File: src/rtl/stopwatch_time_bank_if.sv
// Bundles the slot-enable, display-select and time-bank result signals between the
// stopwatch controller (master) and the time bank (slave).
interface stopwatch_time_bank_if;
    logic [10:0] en;
    logic [3:0]  disp_sel;
    logic        disp_update;
    logic [23:0] disp_time;
    logic [10:0] ovf;
    logic        tick;

    modport master (
        output en,
        output disp_sel,
        output disp_update,
        input  disp_time,
        input  ovf,
        input  tick
    );

    modport slave (
        input  en,
        input  disp_sel,
        input  disp_update,
        output disp_time,
        output ovf,
        output tick
    );
endinterface

File: src/rtl/stopwatch_time_bank.sv
// Eleven BCD mm:ss.cc time slots advanced by a free-running centisecond prescaler, plus a freezable display register.
// Optional build macro STOPWATCH_SATURATE_EN: a full slot holds at 59:59.99 instead of wrapping to 00:00.00.
module stopwatch_time_bank #(
    parameter int DIV = 500000
) (
    input  logic                 clk,
    input  logic                 reset,
    stopwatch_time_bank_if.slave bus
);
    localparam int               PRE_W    = $clog2(DIV);
    localparam logic [PRE_W-1:0] PRE_LAST = PRE_W'(DIV - 1);

    logic [PRE_W-1:0]  pre;
    logic              tick_q;
    logic [10:0][23:0] slot_q;
    logic [10:0][23:0] slot_next;
    logic [10:0]       ovf_q;
    logic [10:0]       ovf_next;
    logic [23:0]       disp_q;
    logic [23:0]       disp_mux;
    logic [24:0]       inc;

    // Returns {carry_out, incremented time}; digit limits are 9 except s1 and m1 which roll at 5.
    function automatic logic [24:0] bcd_inc(input logic [23:0] t);
        logic [23:0] n;
        logic        carry;
        logic [3:0]  lim;
        n     = t;
        carry = 1'b1;
        lim   = 4'd9;
        for (int k = 0; k < 6; k++) begin
            lim = (k == 3 || k == 5) ? 4'd5 : 4'd9;
            if (carry) begin
                if (n[k*4 +: 4] == lim) begin
                    n[k*4 +: 4] = 4'd0;
                end else begin
                    n[k*4 +: 4] = n[k*4 +: 4] + 4'd1;
                    carry       = 1'b0;
                end
            end
        end
        return {carry, n};
    endfunction

    always_comb begin
        slot_next = slot_q;
        ovf_next  = ovf_q;
        inc       = '0;
        for (int i = 0; i < 11; i++) begin
            inc = bcd_inc(slot_q[i]);
            if (tick_q && bus.en[i]) begin
                ovf_next[i] = ovf_q[i] | inc[24];
`ifdef STOPWATCH_SATURATE_EN
                slot_next[i] = inc[24] ? slot_q[i] : inc[23:0];
`else
                slot_next[i] = inc[23:0];
`endif
            end
        end
    end

    // Display reads the slot before this cycle's increment; out-of-range selects show zero.
    always_comb begin
        disp_mux = '0;
        for (int i = 0; i < 11; i++) begin
            if (bus.disp_sel == 4'(i)) begin
                disp_mux = slot_q[i];
            end
        end
    end

    always_ff @(posedge clk) begin
        if (reset) begin
            pre    <= '0;
            tick_q <= 1'b0;
            slot_q <= '0;
            ovf_q  <= '0;
            disp_q <= '0;
        end else begin
            if (pre == PRE_LAST) begin
                pre    <= '0;
                tick_q <= 1'b1;
            end else begin
                pre    <= pre + PRE_W'(1);
                tick_q <= 1'b0;
            end
            slot_q <= slot_next;
            ovf_q  <= ovf_next;
            if (bus.disp_update) begin
                disp_q <= disp_mux;
            end
        end
    end

    assign bus.disp_time = disp_q;
    assign bus.ovf       = ovf_q;
    assign bus.tick      = tick_q;
endmodule

File: src/flat_wrapper.sv
// flat-port wrapper written by rule: the top's interface ports become plain ports
module stopwatch_time_bank_flat 
#(
    parameter int DIV = 500000
)
  (clk, reset, bus_en, bus_disp_sel, bus_disp_update, bus_disp_time, bus_ovf, bus_tick);
  stopwatch_time_bank_if bus_i ();
  input  logic clk;
  input  logic reset;
  input wire logic [$bits(bus_i.en)-1:0] bus_en;
  input wire logic [$bits(bus_i.disp_sel)-1:0] bus_disp_sel;
  input wire logic [$bits(bus_i.disp_update)-1:0] bus_disp_update;
  output wire logic [$bits(bus_i.disp_time)-1:0] bus_disp_time;
  output wire logic [$bits(bus_i.ovf)-1:0] bus_ovf;
  output wire logic [$bits(bus_i.tick)-1:0] bus_tick;
  assign bus_i.en = bus_en;
  assign bus_i.disp_sel = bus_disp_sel;
  assign bus_i.disp_update = bus_disp_update;
  assign bus_disp_time = bus_i.disp_time;
  assign bus_ovf = bus_i.ovf;
  assign bus_tick = bus_i.tick;
  stopwatch_time_bank #(.DIV(DIV)) u_core (.clk(clk), .reset(reset), .bus(bus_i));
endmodule
File: config.mk
export PLATFORM = sky130hd
export DESIGN_NAME = stopwatch_time_bank_flat
export DESIGN_NICKNAME = d
export VERILOG_FILES = /design/src/rtl/stopwatch_time_bank_if.sv /design/src/rtl/stopwatch_time_bank.sv /design/src/flat_wrapper.sv
export SDC_FILE = /design/constraint.sdc
export NUM_CORES = 1
export LEC_CHECK = 0
export CORE_ASPECT_RATIO = 1.25
export CORE_UTILIZATION = 54
export CTS_BUF_LIST = sky130_fd_sc_hd__clkbuf_4 sky130_fd_sc_hd__clkbuf_8 sky130_fd_sc_hd__clkbuf_16
export DETAILED_ROUTE_END_ITERATION = 6
export GPL_TIMING_DRIVEN = 0
export PLACE_DENSITY = 0.72
export SETUP_SLACK_MARGIN = 0.1
export SYNTH_ARGS = -nofsm -noshare
export SYNTH_HDL_FRONTEND = slang
export SYNTH_SLANG_ARGS = --single-unit
File: constraint.sdc
create_clock -name clk -period 6.6 [get_ports clk]
set_clock_uncertainty 0.05 [all_clocks]
set_input_delay 1.32 -clock clk [delete_from_list [all_inputs] [get_ports clk]]
set_output_delay 1.32 -clock clk [all_outputs]
set_load 0.005 [all_outputs]
==> results_dict.tcl, run 1 <==
set metrics [dict create \
    worst_setup_path_end_kind "register" \
    report.final.hold_viol_count 0 \
    synth_top_area_cell "dfxtp_1" \
    yosys.cell_types.count 67 \
    globalRouteTotalUtil_pct 34.9 \
    area.growth.synth_to_final_pct 12.5 \
    min_from "u_core.bus.ovf[7]" \
    critical_path.reg2reg.startpoint "u_core.bus.tick" \
    diodes 0 \
    worst_setup_path_startpoint "bus_disp_sel[0]" \
    power.leakage_nw 6.01 \
    power_per_cell_area_mw_per_mm2 215 \
    grt_remaining_overflow 0 \
    max_clk_rate_ghz 0.234 \
    final_routed_drc_violation_total 0 \
    synthArstFlopShare_pct 0 \
    antenna_found_initial 0 \
    yosys_register_bits 319 \
    leading_post_synthesis_cells_by_instance_count "dfxtp_1, nor2_1, a21oi_1" \
    final_cells 2614 \
    coreArea_mm2 0.0303 \
    maxSlewViolCount 0 \
    totalWireLength_um 56200 \
    boundaryPins 54 \
    place_ws_ns 1.93 \
    total_standard_cell_area_after_synthesis_mm2 0.0168 \
    ys.warnings.count 0 \
    numCtsBuffers 35 \
    detail_route.first_pass.iterations 5 \
    postSynthNetCount 2125 \
    tightestPinTransition_ns 1.15 \
    avgSynthCellArea_um2 7.96 \
    worst_ep_required_time_ns 6.98 \
    dp.final_hpwl_um 41500 \
    cts_buffer_depth 3 \
    part_of_the_cycle_the_worst_path_needs_pct 64.8 \
    cts.reportedPaths.clkPinSlew_ns 0.06 \
    holdCritPathClass "reg -> reg" \
    count_of_cells_resized_by_post_cts_repair 0 \
    grt_setup_unrepaired "no" \
    period_needed_ns 4.28 \
    final-setup-viol-count 0 \
    maximum_number_of_pins_on_one_net_before_global_route_repair 13 \
    clkLatencyLatePin_ns 0.53 \
    placed_cells_incl_taps 2557 \
    synth_top_cell_area_share_pct 38.1 \
    status "finished, final reports clean" \
    crit_path_max_fanout 10 \
    design.die.area_mm2 0.0318 \
    syn-instance-count 2106 \
    area_post_placement_mm2 0.0178 \
    routedWlPerCell_um 21.5 \
    maxCapViolations 0 \
    route.antenna.remaining_nets 0 \
    post_synth_main_area_contributors "dfxtp_1, nor2_1, a21oi_1, o21ai_0, xnor2_1" \
    fin_nets 2212 \
    start_util_pct 55.4 \
    drt_iter0_markers 1744 \
    final.setup.tns_ns 0 \
    ys_dominant_reg_cell "dfxtp_1" \
    category_of_the_most_critical_setup_path "in -> reg" \
    crit_path_launch_type "primary input" \
    grt_first_pass_wirelength_um 85100 \
    dieWidth_um 160 \
    port_buffers 50 \
    postLayoutCellArea_mm2 0.0189 \
    tritoncts "yes" \
    cp_data_arrival_time_ns 4.66 \
    finalWeightedCongestion 0.989 \
    cts_hold_buffers 0 \
    synthMostInstantiatedCell "dfxtp_1" \
    ir_drop_mv 0.209 \
    yosysSeqAreaShare_pct 38.1 \
    post-cts-setup-buffer-count 0 \
    root_buf_cell "clkbuf_16" \
    routed-via-count 16300 \
    avgViaCountPerCell 6.24 \
    cts_htree_levels 2 \
    floorplan.die.height_um 199 \
    finalPower_w 0.00405 \
    clock-sinks 319 \
    max-slew-margin-rel_pct 23.6 \
    finalWorstSetupSlack_ns 2.32 \
    number_of_cell_rows 71 \
    number_of_flops_mapped_to_enable_cells_by_yosys 0 \
    first_global_vias 14900 \
    drive_gt1_share_pct 4.34 \
]
worst paths after layout:
| check | endpoint | slack [ns] | cells after the start |
|---|---|---|---|
| max | u_core.bus.disp_time[11] | 2.32 | 8 |
| min | u_core.bus.ovf[7] | 0.40 | 2 |
| max reg2reg | u_core.slot_q[70] | 3.00 | 7 |
| min reg2reg | u_core.bus.ovf[7] | 0.40 | 2 |
worst max-delay path, stage by stage:
cell and delay (ns):
clkbuf_1 0.34, clkbuf_1 0.74, buf_1 0.58, clkbuf_1 0.51
nor3b_1 0.16, a211oi_1 0.40, o21ai_0 0.31, a211oi_1 0.30
through the flow:
step / utilization [%] / hold slack (ns)
floorplan: - / 0.380
global placement: 58.7 / 0.388
detailed placement: 58.7 / 0.391
CTS: 62.3 / 0.400
global route: 62.3 / 0.436
finish: 62.3 / 0.402
flip-flops by register name, indices dropped and copies added (netlist names):
register and cells:
u_core.slot_q 264, u_core.bus.disp_time 24, u_core.pre 19, u_core.bus.ovf 11
u_core.bus.tick 1
where the power goes:
group          switching (W)  leakage (nW)  total [W]  internal [W]
clock               0.000796         0.552    0.00191       0.00111
combinational       0.000144          2.89   0.000206     0.0000625
sequential        0.00000835          2.57    0.00194       0.00193
routing by layer:
| layer | vias to the layer above | part of all wire (%) | global-route usage (%) |
|---|---|---|---|
| met2 | 699 | 46 | 58.2 |
| met4 | 0 | 6.5 | 22.1 |
| met5 | - | 0 | 0 |
| met3 | 174 | 7.4 | 5.15 |
| met1 | 7753 | 40 | 42.3 |
| li1 | 7697 | - | - |
cells in the final DEF (no fill, tap or decap), drive strengths merged, types with 11 or more instances in the layout:
| cell type | n |
|---|---|
| clkdlybuf4s50 | 50 |
| nand3b | 18 |
| and3 | 27 |
| nand2b | 51 |
| nor4bb | 20 |
| a311oi | 13 |
| nor3 | 62 |
| clkbuf | 150 |
| dfxtp | 319 |
| nand4 | 34 |
| xor2 | 61 |
| or3 | 11 |
| mux2i | 41 |
| mux2 | 20 |
| o221ai | 11 |
| o21bai | 12 |
| o21ai | 152 |
| nor2 | 273 |
| nor2b | 82 |
| nor3b | 49 |
| nand4b | 11 |
| xnor2 | 74 |
| a21oi | 159 |
| a22oi | 30 |
| o22ai | 19 |
| inv | 64 |
| nand2 | 156 |
| nor4 | 27 |
| a221oi | 30 |
| buf | 11 |
| nand3 | 52 |
area by class of cell:
type / instances / area (um^2)
sequential: 319 / 6390
clock inverter: 3 / 18.8
timing repair buffer: 50 / 500
tap: 401 / 502
buffer: 107 / 405
inverter: 63 / 236
clock buffer: 54 / 1070
multi-input combinational: 1617 / 9740
fill: 2677 / 11400
logic make-up (layout without fill, tap and decap cells):
group	count (synthesis)	in the layout	share of synthesized area (%)
simple gates	925	925	29.2
compound gates	495	495	18.0
flops	319	319	38.1
buf+inv	170	277	3.83
xor+xnor	135	135	7.05
mux	61	61	3.79
fa+ha+maj	1	1	0.0746
Note: power is estimated with default switching activity, not from simulation.
==> run 2: changes to the inputs <==
--- a/config.mk
+++ b/config.mk
@@ -10,7 +10,7 @@
 export CTS_BUF_LIST = sky130_fd_sc_hd__clkbuf_4 sky130_fd_sc_hd__clkbuf_8 sky130_fd_sc_hd__clkbuf_16
 export DETAILED_ROUTE_END_ITERATION = 6
 export GPL_TIMING_DRIVEN = 0
-export PLACE_DENSITY = 0.72
+export PLACE_DENSITY = 0.74
 export SETUP_SLACK_MARGIN = 0.1
 export SYNTH_ARGS = -nofsm -noshare
 export SYNTH_HDL_FRONTEND = slang
==> constraint.sdc (replaced) <==
create_clock -name clk -period 3.9 [get_ports clk]
set_clock_uncertainty 0.05 [all_clocks]
set_input_delay 0.78 -clock clk [delete_from_list [all_inputs] [get_ports clk]]
set_output_delay 0.78 -clock clk [all_outputs]
set_load 0.005 [all_outputs]
==> results_dict.tcl, run 2 (synthesis results as in run 1) <==
set metrics [dict create \
    first_global_vias 14900 \
    largest_register_ffs 264 \
    diodes 0 \
    max-slew-margin-rel_pct 15.5 \
    grt_setup_unrepaired "no" \
    totalWireLength_um 56200 \
    design.die.area_mm2 0.0318 \
    cp_data_arrival_time_ns 4.03 \
    placed_cells_incl_taps 2557 \
    detail_route.first_pass.iterations 7 \
    power_per_cell_area_mw_per_mm2 365 \
    tritoncts "yes" \
    avgViaCountPerCell 6.25 \
    power.leakage_nw 6.03 \
    crit_path_max_fanout 10 \
    clock-sinks 319 \
    worst_setup_path_end_kind "register" \
    final_cells 2618 \
    coreArea_mm2 0.0303 \
    final-setup-viol-count 0 \
    final_routed_drc_violation_total 1 \
    number_of_fill_cells_in_the_layout 2659 \
    floorplan.die.height_um 199 \
    violations_in_the_final_reports "DRC" \
    cts_htree_levels 2 \
    critical_path.reg2reg.startpoint "u_core.bus.tick" \
    maxSlewViolCount 0 \
    maxCapViolations 0 \
    status "finished with violations" \
    part_of_the_cycle_the_worst_path_needs_pct 93.2 \
    dieWidth_um 160 \
    grt_remaining_overflow 0 \
    post-cts-setup-buffer-count 0 \
    port_buffers 50 \
    drive_gt1_share_pct 4.60 \
    rr_worst_depth 6 \
    routedWlPerCell_um 21.5 \
    cts.reportedPaths.clkPinSlew_ns 0.06 \
    start_util_pct 55.4 \
    crit_path_launch_type "primary input" \
    route.antenna.remaining_nets 0 \
    holdCritPathClass "reg -> reg" \
    ir_drop_mv 0.300 \
    cts_hold_buffers 0 \
    tightestPinTransition_ns 1.27 \
    top_library_cells_by_usage_in_the_layout_fill_and_taps_aside "dfxtp_1, nor2_1, a21oi_1" \
    antenna_found_initial 0 \
    clkLatencyLatePin_ns 0.54 \
    cts_buffer_depth 3 \
    finalWeightedCongestion 1.01 \
    count_of_cells_resized_by_post_cts_repair 0 \
    globalRouteTotalUtil_pct 34.9 \
    final.setup.tns_ns 0 \
    max_clk_rate_ghz 0.275 \
    grt_first_pass_wirelength_um 85300 \
    number_of_cell_rows 71 \
    category_of_the_most_critical_setup_path "in -> reg" \
    largest-register "u_core.slot_q" \
    fin_nets 2212 \
    root_buf_cell "clkbuf_16" \
    report.final.hold_viol_count 0 \
    worst_ep_required_time_ns 4.30 \
    worst_hold_path.endpoint "u_core.bus.ovf[7]" \
    routed-via-count 16400 \
    period_needed_ns 3.64 \
    dp.final_hpwl_um 41500 \
    maximum_number_of_pins_on_one_net_before_global_route_repair 15 \
    postLayoutCoreUtil_pct 62.4 \
    boundaryPins 54 \
    layout.cells.most_common "dfxtp_1" \
    min_from "u_core.bus.ovf[7]" \
    r2r_setup_slack_ns 0.45 \
    numCtsBuffers 35 \
    area.growth.synth_to_final_pct 12.7 \
    drt_iter0_markers 1732 \
    r2r-end "u_core.slot_q[23]" \
    min_path_cells 2 \
]
## run 2: changes by cell type in the layout (fill, tap and decap cells not counted), sizes merged
| cell | delta |
|---|---|
| clkinv | +5 |
| clkinvlp | +2 |
| clkbuf | -3 |
## run 2: layout make-up
| class | instances | area, um^2 | share of cell area (%) |
|---|---|---|---|
| multi-input cells | 1617 | 9750 | 51.6 |
| flip-flops and latches | 319 | 6390 | 33.8 |
| clock buffers | 51 | 1060 | 5.59 |
| well taps | 401 | 502 | 2.65 |
| repair buffers | 50 | 500 | 2.65 |
| plain buffers | 107 | 407 | 2.15 |
| inverters | 63 | 236 | 1.25 |
| clock inverters | 10 | 70.1 | 0.371 |
## run 2: worst max-delay path by stage
stage               depth (start not counted)                       end  slack, ns            start
finish                                      8  u_core.bus.disp_time[17]       0.26  bus_disp_sel[0]
global route                                8  u_core.bus.disp_time[14]       0.19  bus_disp_sel[1]
CTS                                         8  u_core.bus.disp_time[20]       0.27  bus_disp_sel[0]
detailed placement                          8  u_core.bus.disp_time[20]      -0.30  bus_disp_sel[0]
global placement                            8  u_core.bus.disp_time[15]      -0.28  bus_disp_sel[0]
floorplan                                   6        u_core.slot_q[191]       1.16        bus_en[7]
## run 2: worst max-delay path, stage by stage
cell and delay (ns):
clkbuf_1 0.33, clkbuf_2 0.47, buf_1 0.67, clkbuf_1 0.54, o21ai_0 0.16, a21oi_1 0.39
o221ai_1 0.34, a221oi_1 0.34
## run 2: power breakdown
| group | internal [W] | switching, W | total (W) |
|---|---|---|---|
| Sequential | 0.00327 | 0.0000138 | 0.00329 |
| Clock | 0.00189 | 0.00138 | 0.00327 |
| Combinational | 0.000106 | 0.000245 | 0.000350 |
| Total | 0.00527 | 0.00164 | 0.00691 |
## run 2: metrics by stage
step                      total power [W]  hold WS (ns)  cell area [um^2]  worst slack, ns
final                             0.00691         0.397             18900            0.265
after global placement            0.00369         0.384             17800           -0.279
after global routing              0.00708         0.427             18900            0.188
after detailed placement          0.00370         0.391             17800           -0.298
after floorplan                   0.00354         0.380             16800             1.16
after CTS                         0.00692         0.402             18900            0.272
## run 2: metal layers
metal / vias up / wire [um] / share of wire (%) / GRT usage (%)
li1: 7701 / - / - / -
met1: 7777 / 22900 / 41 / 42.5
met2: 698 / 25700 / 46 / 57.4
met3: 185 / 3890 / 6.9 / 5.67
met4: 0 / 3700 / 6.6 / 22.5
met5: - / 0 / 0 / 0
==> run 3: changes to the inputs <==
--- a/config.mk
+++ b/config.mk
@@ -10,7 +10,7 @@
 export CTS_BUF_LIST = sky130_fd_sc_hd__clkbuf_4 sky130_fd_sc_hd__clkbuf_8 sky130_fd_sc_hd__clkbuf_16
 export DETAILED_ROUTE_END_ITERATION = 6
 export GPL_TIMING_DRIVEN = 0
-export PLACE_DENSITY = 0.74
+export PLACE_DENSITY = 0.72
 export SETUP_SLACK_MARGIN = 0.1
 export SYNTH_ARGS = -nofsm -noshare
 export SYNTH_HDL_FRONTEND = slang
==> constraint.sdc (replaced) <==
create_clock -name clk -period 3.95 [get_ports clk]
set_clock_uncertainty 0.05 [all_clocks]
set_input_delay 0.79 -clock clk [delete_from_list [all_inputs] [get_ports clk]]
set_output_delay 0.79 -clock clk [all_outputs]
set_load 0.005 [all_outputs]
==> results of run 3 <==
The final DEF is identical to that of run 1. Status: finished, final reports clean.
Main changes from that run: setup slack after placement 1.93 ns -> -0.186 ns; setup slack after layout 2.32 ns -> 0.200 ns; register-to-register setup slack 3.00 ns -> 0.35 ns; total power 0.00405 W -> 0.00678 W; worst IR drop on VDD 0.209 mV -> 0.349 mV
